===== src/rtl/ehl_clk_div.sv =====
// ehl_clk_div: programmable synchronous clock divider feeding a clock buffer.
//   Divides clk by a runtime ratio N (2..2^WIDTH-1). The divider starts and
//   stops glitch-free. Ratio updates go through a shadow register and take
//   effect only on a period boundary.
// Ports:
//   clk        root clock, rising edge
//   reset_n    synchronous active-low reset
//   enable_i   level: 1 runs, 0 requests a stop at the end of the period
//   div_i      requested ratio (0 and 1 are clamped to 2)
//   div_load_i strobe: capture div_i into the shadow register
//   div_ack_o  pulse: the shadow ratio became active
//   clk_o      divided clock (flop output)
//   period_o   pulse coincident with each rising edge of clk_o
//   running_o  divider is in RUN
module ehl_clk_div #(
  parameter int WIDTH       = 8,
  parameter int DEFAULT_DIV = 4
) (
  input  logic             clk,
  input  logic             reset_n,
  input  logic             enable_i,
  input  logic [WIDTH-1:0] div_i,
  input  logic             div_load_i,
  output logic             div_ack_o,
  output logic             clk_o,
  output logic             period_o,
  output logic             running_o
);

  localparam logic [WIDTH-1:0] DEF_N = WIDTH'(DEFAULT_DIV);

  typedef enum logic {IDLE, RUN} state_t;

  state_t           state, state_nxt;
  logic [WIDTH-1:0] cnt, cnt_nxt, cnt_inc;
  logic [WIDTH-1:0] n_act, n_nxt, shadow, shadow_nxt, div_clamped;
  logic [WIDTH:0]   half;
  logic             pending, pending_nxt, apply, wrap;
  logic             clk_nxt, period_nxt;

  assign div_clamped = (div_i < WIDTH'(2)) ? WIDTH'(2) : div_i;
  // High phase length is ceil(N/2). One extra bit keeps N+1 from overflowing.
  assign half        = ({1'b0, n_act} + 1'b1) >> 1;
  assign cnt_inc     = cnt + 1'b1;
  assign wrap        = (state == RUN) && (cnt == n_act - 1'b1);

  // Outputs are registered from next-state values. clk_o therefore reflects
  // the counter position it will hold during the coming cycle.
  always_comb begin
    state_nxt  = state;
    cnt_nxt    = cnt;
    clk_nxt    = 1'b0;
    period_nxt = 1'b0;
    apply      = 1'b0;
    case (state)
      IDLE: begin
        cnt_nxt = '0;
        apply   = pending;
        if (enable_i) begin
          state_nxt  = RUN;
          clk_nxt    = 1'b1;
          period_nxt = 1'b1;
        end
      end
      RUN: begin
        if (wrap) begin
          cnt_nxt = '0;
          apply   = pending;
          // Stop only at the end of a period, so no runt pulse is produced.
          if (enable_i) begin
            clk_nxt    = 1'b1;
            period_nxt = 1'b1;
          end else begin
            state_nxt = IDLE;
          end
        end else begin
          cnt_nxt = cnt_inc;
          clk_nxt = ({1'b0, cnt_inc} < half);
        end
      end
      default: state_nxt = IDLE;
    endcase
    // A load on the apply edge stays pending. The older shadow value is the
    // one that gets applied.
    n_nxt       = apply ? shadow : n_act;
    shadow_nxt  = div_load_i ? div_clamped : shadow;
    pending_nxt = div_load_i | (pending & ~apply);
  end

  always_ff @(posedge clk) begin
    if (!reset_n) begin
      state     <= IDLE;
      cnt       <= '0;
      n_act     <= DEF_N;
      shadow    <= DEF_N;
      pending   <= 1'b0;
      clk_o     <= 1'b0;
      period_o  <= 1'b0;
      div_ack_o <= 1'b0;
      running_o <= 1'b0;
    end else begin
      state     <= state_nxt;
      cnt       <= cnt_nxt;
      n_act     <= n_nxt;
      shadow    <= shadow_nxt;
      pending   <= pending_nxt;
      clk_o     <= clk_nxt;
      period_o  <= period_nxt;
      div_ack_o <= apply;
      running_o <= (state_nxt == RUN);
    end
  end

endmodule


===== config.mk =====
export PLATFORM = sky130hd
export DESIGN_NAME = ehl_clk_div
export DESIGN_NICKNAME = d
export VERILOG_FILES = /design/src/rtl/ehl_clk_div.sv
export SDC_FILE = /design/constraint.sdc
export NUM_CORES = 1
export LEC_CHECK = 0
export BUFFER_PORTS_ARGS = -buffer_cell sky130_fd_sc_hd__buf_2
export CAP_MARGIN = 5
export CORE_UTILIZATION = 25
export CTS_CLUSTER_DIAMETER = 200
export DETAILED_ROUTE_END_ITERATION = 6
export GPL_TIMING_DRIVEN = 0
export PLACE_DENSITY = 0.42
export SETUP_SLACK_MARGIN = 0.1
export SYNTH_ARGS = -nofsm -noshare
export SYNTH_HDL_FRONTEND = slang
export SYNTH_SLANG_ARGS = --single-unit

===== constraint.sdc =====
create_clock -name clk -period 2.7 [get_ports clk]
set_clock_uncertainty 0.15 [all_clocks]
set_input_delay 0.135 -clock clk [delete_from_list [all_inputs] [get_ports clk]]
set_output_delay 0.135 -clock clk [all_outputs]
set_load 0.05 [all_outputs]

**Word level (Yosys, flattened, before mapping)**

Cells that the tools add are included.

- Register bits: 29
- Bits in writable memories: 0
- Bits of input ports: 12
- Output and inout port bits: 4
- Bits in latches: 0
- ROM bits: 0
- Memories: 0
- Word-level logic and storage cells: 31

- Shift-type cells: 0
- Magnitude comparators: 2
- Reductions and logical operators: 1
- Mux-type cells: 12
- $mul: 0
- Add/sub/neg operators: 3
- Bitwise gates (word level): 4
- Equality and inequality tests: 1
- Divide/modulo/power cells: 0

Operators with widths:

| operator | number |
|---|---|
| $mux 8 | 2 |
| $pmux 8 s2 | 1 |
| $add 8x1->9 const B | 1 |
| $add 8x1->8 const B | 1 |
| $eq 8x8->1 | 1 |
| $lt 8x2->1 const B | 1 |
| $lt 8x8->1 | 1 |
| $pmux 1 s2 | 4 |
| $sub 8x1->8 const B | 1 |
| $mux 1 | 5 |
| $not 1->1 | 2 |
| $and 1x1->1 | 1 |
| $logic_and 1x1->1 | 1 |
| $or 1x1->1 | 1 |

**Depth between registers and ports, before layout**

Gate-level depths: netlist of the first run.

- Depth in word-level cells: 8
- Mapped depth: 11
- Depth with buffers taken out: 11

**Worst setup path before layout of the first run**

Ideal clock, no wire load.

- Path type: flip-flop to flip-flop
- Start: reg n_act[3]
- End: reg cnt[6]
- Slack: 0.172 ns
- Stages on the path, launching flop included: 10
- Library setup time: 0.115 ns
- Arrival time: 2.263 ns
- Path buffers: 3
- Period minus slack after synthesis: 2.528 ns
- Data required time: 2.435 ns
- Cells stage by stage: dfxtp_1 buf_6 or3_4 o31a_1 a2111oi_4 o211ai_4 or2_1 buf_6 buf_6 and3_1

- Cells in the longest elaborated chain, start to end: 5

RTL lines:

| what | RTL line | RTL |
|---|---|---|
| start: declaration | 36 | `logic [WIDTH-1:0] n_act, n_nxt, shadow, shadow_nxt, div_clamped;` |
| start signal: assignment | 104 | `n_act <= n_nxt;` |
| $sub 8x1->8 | 45 | `assign wrap = (state == RUN) && (cnt == n_act - 1'b1);` |
| $eq 8x8->1 | 45 |  |
| $logic_and 1x1->1 | 45 |  |
| $mux 8 | 66 | `if (wrap) begin` |
| $pmux 8 s2 | 55 | `case (state)` |
| end signal: assignment | 103 | `cnt <= cnt_nxt;` |
| end: declaration | 35 | `logic [WIDTH-1:0] cnt, cnt_nxt, cnt_inc;` |

No other way between the ends.
A chain may end at the register's enable or synchronous reset.

**Worst setup path in the final report of the first run**

Same ends and word-level chain as after synthesis.

==> results of run 1 <==
## final cells by class
| type | instances | area (um^2) | area share |
|---|---|---|---|
| timing repair buffer | 28 | 195 | 0.0837 |
| clock inverter | 1 | 30.0 | 0.0129 |
| multi-input combinational | 148 | 1210 | 0.520 |
| clock buffer | 7 | 86.3 | 0.0370 |
| tap | 96 | 120 | 0.0515 |
| inverter | 8 | 30.0 | 0.0129 |
| buffer | 13 | 73.8 | 0.0317 |
| sequential | 29 | 584 | 0.251 |
## power by group through the flow
stage | clock (mW) | combinational [mW] | sequential (mW)
final | 0.487 | 0.169 | 0.464
after global placement | 0 | 0.148 | 0.472
after detailed placement | 0 | 0.146 | 0.473
after global routing | 0.509 | 0.184 | 0.466
after floorplan | 0 | 0.0932 | 0.482
after CTS | 0.497 | 0.167 | 0.464
## registers in the layout (all words and copies together), names as in the netlist
name	cells
clk_o	1
cnt	8
div_ack_o	1
n_act	8
pending	1
period_o	1
shadow	8
state	1
## worst max-delay path: cells and delay by family, from the launching register on
family | cells | cell delay, ns
buf+inv | 3 | 0.43
simple gates | 4 | 1.08
xor+xnor | 1 | 0.27
flops | 1 | 0.31
compound gates | 1 | 0.15
## kinds of logic (layout without fill, tap and decap cells)
| family | count (synthesis) | count (layout) | share of synthesized area |
|---|---|---|---|
| muxes | 7 | 7 | 0.0379 |
| AOI/OAI and AO/OA | 45 | 45 | 0.223 |
| xor gates and xnor gates | 20 | 20 | 0.0947 |
| adders and majority gates | 10 | 10 | 0.0677 |
| buffers and inverters | 21 | 57 | 0.0555 |
| DFF | 29 | 29 | 0.314 |
| and+or+nand+nor | 66 | 66 | 0.208 |
## timing repair
| action | CTS | global route |
|---|---|---|
| setup endpoints to repair | 21 | 13 |
| gates resized for setup | 6 | 7 |
| hold buffers | 8 | 0 |
| buffers inserted | 6 | 0 |
| endpoints found under the hold margin | 9 | 0 |
| pin swaps | 3 | 0 |
## worst min-delay path by stage
stage / slack, ns / from / to
after CTS: 0.06 / div_i[0] / shadow[0]$_SDFFE_PN0P_
after floorplan: 0.11 / enable_i / state$_SDFF_PN0_
after global routing: 0.10 / reset_n / n_act[2]$_SDFFE_PN1P_
after detailed placement: 0.23 / div_i[2] / shadow[2]$_SDFFE_PN1P_
final: 0.06 / div_i[0] / shadow[0]$_SDFFE_PN0P_
after global placement: 0.23 / div_i[2] / shadow[2]$_SDFFE_PN1P_
## metal layers
metal	wire length [um]	vias up
met3	102	6
met1	2560	708
met5	0	-
li1	-	804
met2	2090	18
met4	75	0
## placed cells by master (no fill, tap or decap), types with 3 or more instances in the layout
master / instances
dfxtp_1: 26
buf_2: 15
nand2_1: 13
and3_1: 11
xnor2_1: 11
nand3_1: 10
xor2_1: 9
ha_1: 9
clkbuf_1: 8
dlygate4sd3_1: 8
inv_1: 7
o211ai_1: 7
nor3b_1: 7
a31oi_1: 7
mux2i_1: 7
nor2b_1: 6
o211ai_2: 6
clkbuf_8: 6
buf_4: 6
buf_6: 3
nor2_1: 3
dfxtp_2: 3
==> results.yml, run 1 <==
critical_path:
  critPathCapture: "cnt[6]$_SDFF_PP0_"
  cp-start-kind: "flop"
  critPathKind: "flop to flop"
  reg2reg_slack_ns: 0.19
  cp.required_ns: 2.74
  critPathSlowestCell: "or3_4"
  slowest_delay_ns: 0.40
  crit_path_start: "n_act[3]$_SDFFE_PN0P_"
  critPathMaxFanout: 10
  cp_common_cell: "buf_6"
  end_kind: "flop"
  reg2reg_from: "n_act[3]$_SDFFE_PN0P_"
  cp_cell_sequence: "buf_6 > or3_4 > nor3_4 > xor2_1 > a311oi_4 > or2_1 > buf_6 > buf_6 > and3_1"
  cp.arrival_ns: 2.54
  r2r_cells: 9
  r2r_end: "cnt[6]$_SDFF_PP0_"
clock_network:
  htreeDepth: 2
  clockBufferDepth: 2
  numCtsBuffers: 5
  cts_tree: "done"
  cts_sinks: 29
  cts_root_buffer: "clkbuf_8"
  clock_latency_ns: 0.29
  clk_pin_slew_ns: 0.07
logic_synthesis:
  synth_edf_count: 0
  netlist_area_mm2: 0.00185
  yosysMostFrequentCell: "dfxtp_1"
  avgSynthCellArea_um2: 9.34
  ys_async_sr_fraction: 0
  yosys.cell_types.count: 49
  synth_nets: 220
  synth_commonest_cells: "dfxtp_1, nand2_1, and3_1, xnor2_1"
  seq_area_frac_synth: 0.314
  synthFlopType: "dfxtp_1"
  synth_top_cell_area_share: 0.314
  ys_seq_elements: 29
  synth.area.top_cells: "dfxtp_1, ha_1, xnor2_1, xor2_1, o211ai_2"
  synth_warnings: 0
  netlist_instances: 198
  synth_top_area_cell: "dfxtp_1"
layout:
  area_growth_pct: 26.0
  stdcell_area_mm2: 0.00233
  fillers: 760
  final_layout_size_suffix_gt1_frac: 0.248
  antenna_cells: 0
  instances_no_fill: 330
  fin_util: 0.334
  layout.nets: 255
pwr:
  power_mw: 1.12
  p_clk_frac: 0.435
  p_leak_nw: 0.943
  p_int_mw: 0.819
  powerDensity_mw_per_mm2: 480
  p_sw_mw: 0.301
  peakVddDrop_uv: 227
  combPwrFrac: 0.151
  pwr-share-seq: 0.414
  swShare: 0.269
sta:
  min_period_ns: 2.51
  relSlewSlack: 0.609
  final.period_utilization: 0.929
  holdWs_ns: 0.0597
  rsz0062_at_grt: "false"
  fmax_ghz: 0.399
  worst_slew_pin_slew_ns: 0.579
  setup-tns-final_ns: 0
  final.setup.worst_slack_ns: 0.193
  slew_viol_final: 0
  final-setup-viol-count: 0
  hold_violations: 0
hold_path:
  hold_path_depth: 4
  hold_class: "primary input to flop"
drt:
  drt_iter0_drc: 61
  remaining_drc_errors: 0
  firstDrtPassIters: 4
  vias_per_cell: 4.65
  wl_um: 4830
  final_antenna_net_count: 0
  wl_per_cell_um: 14.6
  num_vias: 1536
placement:
  gp_congestion: 0.726
  hpwl_um: 3390
  io_buffers: 14
  post_dp_cell_area_mm2: 0.00204
  place_ws_ns: -0.173
  dp.cells: 308
run:
  cap_violations: 0
global_route:
  gr-usage-met2: 0.199
  antenna_found_initial: 0
  gr-usage-all-layers: 0.133
  grt-busiest-layer: "met2"
  overflow: 0
  grt_max_degree: 11
  grt_pass1_vias: 1483
  use_met3: 0.0273
  grtUsageMet1: 0.187
  grt_pass1_wl_um: 7770
die:
  die-area_mm2: 0.00774
  die_x_um: 88.0
  start_util: 0.265
  die_h_um: 88.0
  io_pins: 16
  row_count: 30
  coreArea_mm2: 0.00698
outcome:
  outcome: "complete, no violations"
No activity file was read; power rests on OpenSTA's default activity.
==> run 2, diff against run 1 <==
--- a/config.mk
+++ b/config.mk
@@ -5,13 +5,13 @@
 export SDC_FILE = /design/constraint.sdc
 export NUM_CORES = 1
 export LEC_CHECK = 0
-export BUFFER_PORTS_ARGS = -buffer_cell sky130_fd_sc_hd__buf_2
 export CAP_MARGIN = 5
 export CORE_UTILIZATION = 25
 export CTS_CLUSTER_DIAMETER = 200
 export DETAILED_ROUTE_END_ITERATION = 6
+export DONT_BUFFER_PORTS = 1
 export GPL_TIMING_DRIVEN = 0
-export PLACE_DENSITY = 0.42
+export PLACE_DENSITY = 0.41
 export SETUP_SLACK_MARGIN = 0.1
 export SYNTH_ARGS = -nofsm -noshare
 export SYNTH_HDL_FRONTEND = slang
==> constraint.sdc (replaced) <==
create_clock -name clk -period 2.7 [get_ports clk]
set_clock_uncertainty 0.15 [all_clocks]
set_input_delay 0.405 -clock clk [delete_from_list [all_inputs] [get_ports clk]]
set_output_delay 0.405 -clock clk [all_outputs]
set_load 0.05 [all_outputs]
==> results.yml, run 2 (synthesis gave the netlist of run 1 again) <==
outcome:
  outcome: "complete, no violations"
run:
  cap_violations: 0
global_route:
  overflow: 0
  grt_max_degree: 11
  use_met3: 0.0452
  grt-busiest-layer: "met2"
  grt_pass1_wl_um: 7980
  grtUsageMet1: 0.194
  gr-usage-all-layers: 0.140
  gr-usage-met2: 0.202
  grt_pass1_vias: 1513
  antenna_found_initial: 0
die:
  start_util: 0.265
  die_x_um: 88.0
  io_pins: 16
  coreArea_mm2: 0.00698
  row_count: 30
  die-area_mm2: 0.00774
  die_h_um: 88.0
critical_path:
  critPathSlowestCell: "dfxtp_2"
  slowest_delay_ns: 0.42
  cp_cell_sequence: "inv_1 > ha_2 > xnor2_1 > nor3_1 > o211ai_4 > or2_1 > buf_6 > buf_6 > and3_1"
  worst-path-buf-inv: 3
  crit_family: "simple AND/OR/NAND/NOR gates"
  end_kind: "flop"
  cp.arrival_ns: 2.53
  cp-start-kind: "flop"
  cp.required_ns: 2.73
  cp_common_cell: "buf_6"
  critPathKind: "flop to flop"
  critPathMaxFanout: 10
layout:
  layout.nets: 234
  instances_no_fill: 309
  top_regs: "cnt x8, n_act x8, shadow x8"
  final_common_cell: "dfxtp_1"
  stdcell_area_mm2: 0.00221
  area_growth_pct: 19.3
  antenna_cells: 0
  final_cell_mix: "dfxtp_1, nand2_1, and3_1, nand3_1, xnor2_1"
  final_layout_size_suffix_gt1_frac: 0.207
pwr:
  combPwrFrac: 0.111
  pwr-share-seq: 0.414
  power_mw: 1.16
  swShare: 0.250
  p_sw_mw: 0.290
  p_leak_nw: 0.864
  p_int_mw: 0.868
  p_clk_frac: 0.476
  powerDensity_mw_per_mm2: 525
  peakVddDrop_uv: 289
clock_network:
  htreeDepth: 2
  cts_tree: "done"
  cts_root_buffer: "clkbuf_8"
  numCtsBuffers: 5
  cts_sinks: 29
  clockBufferDepth: 2
  clk_pin_slew_ns: 0.07
  clock_latency_ns: 0.29
sta:
  rsz0062_at_grt: "true"
  fmax_ghz: 0.401
  hold_violations: 0
  min_period_ns: 2.49
  slew_viol_final: 0
  setup-tns-final_ns: 0
  final.period_utilization: 0.923
  worst_slew_pin_slew_ns: 0.581
  final-setup-viol-count: 0
  relSlewSlack: 0.612
drt:
  num_vias: 1499
  wl_per_cell_um: 15.2
  remaining_drc_errors: 0
  wl_um: 4710
  drt_iter0_drc: 116
  firstDrtPassIters: 4
  vias_per_cell: 4.85
  final_antenna_net_count: 0
placement:
  gp_congestion: 0.712
  hpwl_um: 3470
  io_buffers: 0
  dp.cells: 294
  post_dp_cell_area_mm2: 0.00197
hold_path:
  hold_class: "primary input to flop"
-- run 2: per-stage QoR --
step	hold WS (ns)	worst slack (ns)	util
global route	0.0948	0.0991	0.316
floorplan	0.315	0.172	-
finish	0.104	0.208	0.316
global placement	0.366	-0.151	0.282
detailed placement	0.364	-0.154	0.282
CTS	0.0922	0.136	0.311
-- run 2: path summary, 6_finish.rpt --
check        slack [ns]                    from  cells after the start                endpoint
max                0.21   n_act[0]$_SDFFE_PN0P_                      9       cnt[6]$_SDFF_PP0_
min reg2reg        0.36  shadow[1]$_SDFFE_PN0P_                      2   n_act[1]$_SDFFE_PN0P_
min                0.10                div_i[2]                      2  shadow[2]$_SDFFE_PN1P_
max reg2reg        0.21   n_act[0]$_SDFFE_PN0P_                      9       cnt[6]$_SDFF_PP0_
-- run 2: what timing repair did --
item / 4_1_cts / 5_1_grt
setup endpoints to repair: 21 / 15
gates resized for setup: 8 / 2
pin swaps: 3 / 2
setup buffers: 4 / 3
hold buffers: 0 / 0
-- run 2: power groups by stage --
stage	clock network (mW)	registers, mW	logic [mW]
3_3_place_gp	0	0.488	0.117
2_1_floorplan	0	0.482	0.0932
3_5_place_dp	0	0.488	0.117
5_1_grt	0.587	0.482	0.142
4_1_cts	0.564	0.479	0.128
6_report	0.550	0.479	0.128
-- run 2: final cells by class --
| class | instances | area [um^2] |
|---|---|---|
| Fill cell | 767 | 4780 |
| Clock buffer | 5 | 68.8 |
| Timing Repair Buffer | 7 | 52.6 |
| Sequential cell | 29 | 584 |
| Tap cell | 96 | 120 |
| Buffer | 13 | 72.6 |
| Multi-Input combinational cell | 148 | 1210 |
| Inverter | 8 | 30.0 |
| Clock inverter | 3 | 65.1 |
-- run 2: metal layers --
layer	wire length, um	up-vias
met5	0	-
met4	65	0
li1	-	755
met3	248	7
met2	1990	30
met1	2400	707
==> run 3, diff against run 2 <==
--- a/config.mk
+++ b/config.mk
@@ -5,6 +5,7 @@
 export SDC_FILE = /design/constraint.sdc
 export NUM_CORES = 1
 export LEC_CHECK = 0
+export ABC_AREA = 1
 export CAP_MARGIN = 5
 export CORE_UTILIZATION = 25
 export CTS_CLUSTER_DIAMETER = 200
==> results.yml, run 3 <==
logic_synthesis:
  synth_top_area_cell: "dfxtp_1"
  synth_commonest_cells: "nand2_1, inv_1, dfxtp_1, nand3_1, nor2_1"
  netlist_area_mm2: 0.00169
  synth_top_cell_area_share: 0.343
  avgSynthCellArea_um2: 6.88
  yosys.cell_types.count: 28
  synth_edf_count: 0
  synth_warnings: 0
  seq_area_frac_synth: 0.343
  ys_async_sr_fraction: 0
  synth_nets: 268
  netlist_instances: 246
  yosysMostFrequentCell: "nand2_1"
  ys_seq_elements: 29
  synth.area.top_cells: "dfxtp_1, nand2_1, nand3_1, inv_1, ha_1"
  synthFlopType: "dfxtp_1"
sta:
  slew_viol_final: 0
  final-setup-viol-count: 0
  final.period_utilization: 0.850
  relSlewSlack: 0.599
  min_period_ns: 2.29
  hold_violations: 0
  holdWs_ns: 0.0593
  fmax_ghz: 0.436
  setup-tns-final_ns: 0
  worst_slew_pin_slew_ns: 0.601
  rsz0062_at_grt: "false"
critical_path:
  critPathMaxFanout: 10
  r2r_end: "n_act[0]$_SDFFE_PN0P_"
  cp.arrival_ns: 2.32
  cp.required_ns: 2.73
  cp_common_cell: "nor2_1"
  r2r_cells: 13
  reg2reg_slack_ns: 0.41
  end_kind: "flop"
  critPathKind: "flop to flop"
  reg2reg_from: "n_act[0]$_SDFFE_PN0P_"
  slowest_delay_ns: 0.45
  cp-start-kind: "flop"
  cp_cell_sequence: "inv_2 > ha_1 > xor2_1 > nand2_1 > nor2_1 > nand3_1 > nor2_1 > nand2_2 > nand2_4 > buf_6 > nand3_1 > nand2_1 > nor2_1"
  critPathSlowestCell: "dfxtp_1"
drt:
  vias_per_cell: 4.34
  remaining_drc_errors: 0
  wl_per_cell_um: 10.9
  num_vias: 1435
  final_antenna_net_count: 0
  wl_um: 3610
  firstDrtPassIters: 4
  drt_iter0_drc: 65
hold_path:
  min_from: "div_load_i"
  hold_class: "primary input to flop"
  hold_path_depth: 1
  hold_end: "shadow[3]$_SDFFE_PN0P_"
placement:
  hpwl_um: 2870
  gp_congestion: 0.712
  io_buffers: 0
clock_network:
  post_cts_buffers: 0
  clock_latency_ns: 0.28
  cts_sinks: 29
  cts_tree: "done"
  cts_hold_buf: 0
  htreeDepth: 2
  numCtsBuffers: 5
  cts_root_buffer: "clkbuf_8"
  cts_resized: 0
  clockBufferDepth: 2
  clk_pin_slew_ns: 0.07
die:
  row_count: 29
  die_x_um: 84.3
  coreArea_mm2: 0.00646
  die_h_um: 84.3
  die-area_mm2: 0.00710
  start_util: 0.262
  io_pins: 16
pwr:
  combPwrFrac: 0.162
  peakVddDrop_uv: 228
  p_int_mw: 0.826
  p_sw_mw: 0.334
  p_clk_frac: 0.411
  swShare: 0.288
  p_leak_nw: 0.872
  powerDensity_mw_per_mm2: 608
  pwr-share-seq: 0.427
global_route:
  grt_pass1_wl_um: 6440
  grt_pass1_vias: 1412
  grt_max_degree: 11
  overflow: 0
  antenna_found_initial: 0
  gr-usage-all-layers: 0.114
layout:
  final_common_cell: "nand2_1"
  final_layout_size_suffix_gt1_frac: 0.0866
  antenna_cells: 0
  layout.nets: 275
  area_growth_pct: 12.8
  final_cell_mix: "nand2_1, inv_1, dfxtp_1, nand3_1, nor2_1"
  top_regs: "cnt x8, n_act x8, shadow x8"
run:
  cap_violations: 0
outcome:
  outcome: "complete, no violations"
-- run 3: changes by cell type in the layout (fill, tap and decap cells not counted), moves of 7 or more --
cell | before | now
nand2_1 | 13 | 50
inv_1 | 7 | 34
nor2_1 | 3 | 25
nand3_1 | 10 | 26
a21oi_1 | 2 | 17
and3_1 | 11 | 0
o21ai_0 | 1 | 10
xnor2_1 | 10 | 1
nor3b_1 | 8 | 0
buf_4 | 7 | 0
mux2i_1 | 7 | 0
-- run 3: layout make-up --
cell class | instances | area (um^2)
fillers | 732 | 4550
flip-flops and latches | 29 | 581
clock buffers | 6 | 82.6
plain buffers | 7 | 42.5
multi-input cells | 171 | 923
well taps | 77 | 96.3
inverters | 39 | 146
clock inverters | 2 | 37.5
-- run 3: per-layer routing --
layer	GRT usage	vias to the layer above	share of wire
li1	-	797	-
met1	0.135	613	0.48
met2	0.199	19	0.47
met3	0.0275	6	0.026
met4	0.0408	0	0.018
met5	0	-	0
-- run 3: cells by family after synthesis --
family          count (synthesis)  synth area share
compound gates                 34             0.106
xor+xnor                       12            0.0621
simple gates                  115             0.303
fa+ha+maj                      10            0.0739
buf+inv                        46             0.112
flops                          29             0.343
-- run 3: metrics by stage --
step,utilization,instances,area (um^2),total power [mW],setup slack [ns]
2_1_floorplan,-,246,1690,0.655,0.744
3_3_place_gp,0.277,323,1790,0.695,0.366
5_1_grt,0.296,331,1910,1.23,0.187
6_report,0.296,331,1910,1.16,0.405
4_1_cts,0.296,331,1910,1.18,0.365
3_5_place_dp,0.277,323,1790,0.697,0.377
-- run 3: worst max-delay path: cells and delay by family, from the launching register on --
kind	cells	cell delay, ns
adders and majority gates	1	0.33
buffers and inverters	2	0.24
DFF	1	0.45
xor gates and xnor gates	1	0.15
and+or+nand+nor	9	0.86
-- run 3: worst max-delay path by stage --
| stage | from | to | slack (ns) | cells after the start |
|---|---|---|---|---|
| after CTS | n_act[0]$_SDFFE_PN0P_ | n_act[1]$_SDFFE_PN0P_ | 0.37 | 13 |
| after global routing | cnt[2]$_SDFF_PP0_ | clk_o$_SDFF_PN0_ | 0.19 | 10 |
| after global placement | n_act[0]$_SDFFE_PN0P_ | n_act[0]$_SDFFE_PN0P_ | 0.37 | 13 |
| final | n_act[0]$_SDFFE_PN0P_ | n_act[0]$_SDFFE_PN0P_ | 0.41 | 13 |
| after floorplan | n_act[1]$_SDFFE_PN0P_ | n_act[0]$_SDFFE_PN0P_ | 0.74 | 13 |
| after detailed placement | n_act[0]$_SDFFE_PN0P_ | n_act[1]$_SDFFE_PN0P_ | 0.38 | 13 |
-- run 3: power groups by stage --
| stage | combinational, mW | sequential (mW) | clock, mW |
|---|---|---|---|
| floorplan | 0.155 | 0.500 | 0 |
| global placement | 0.189 | 0.506 | 0 |
| detailed placement | 0.190 | 0.506 | 0 |
| CTS | 0.191 | 0.496 | 0.491 |
| global route | 0.219 | 0.499 | 0.514 |
| finish | 0.187 | 0.496 | 0.477 |
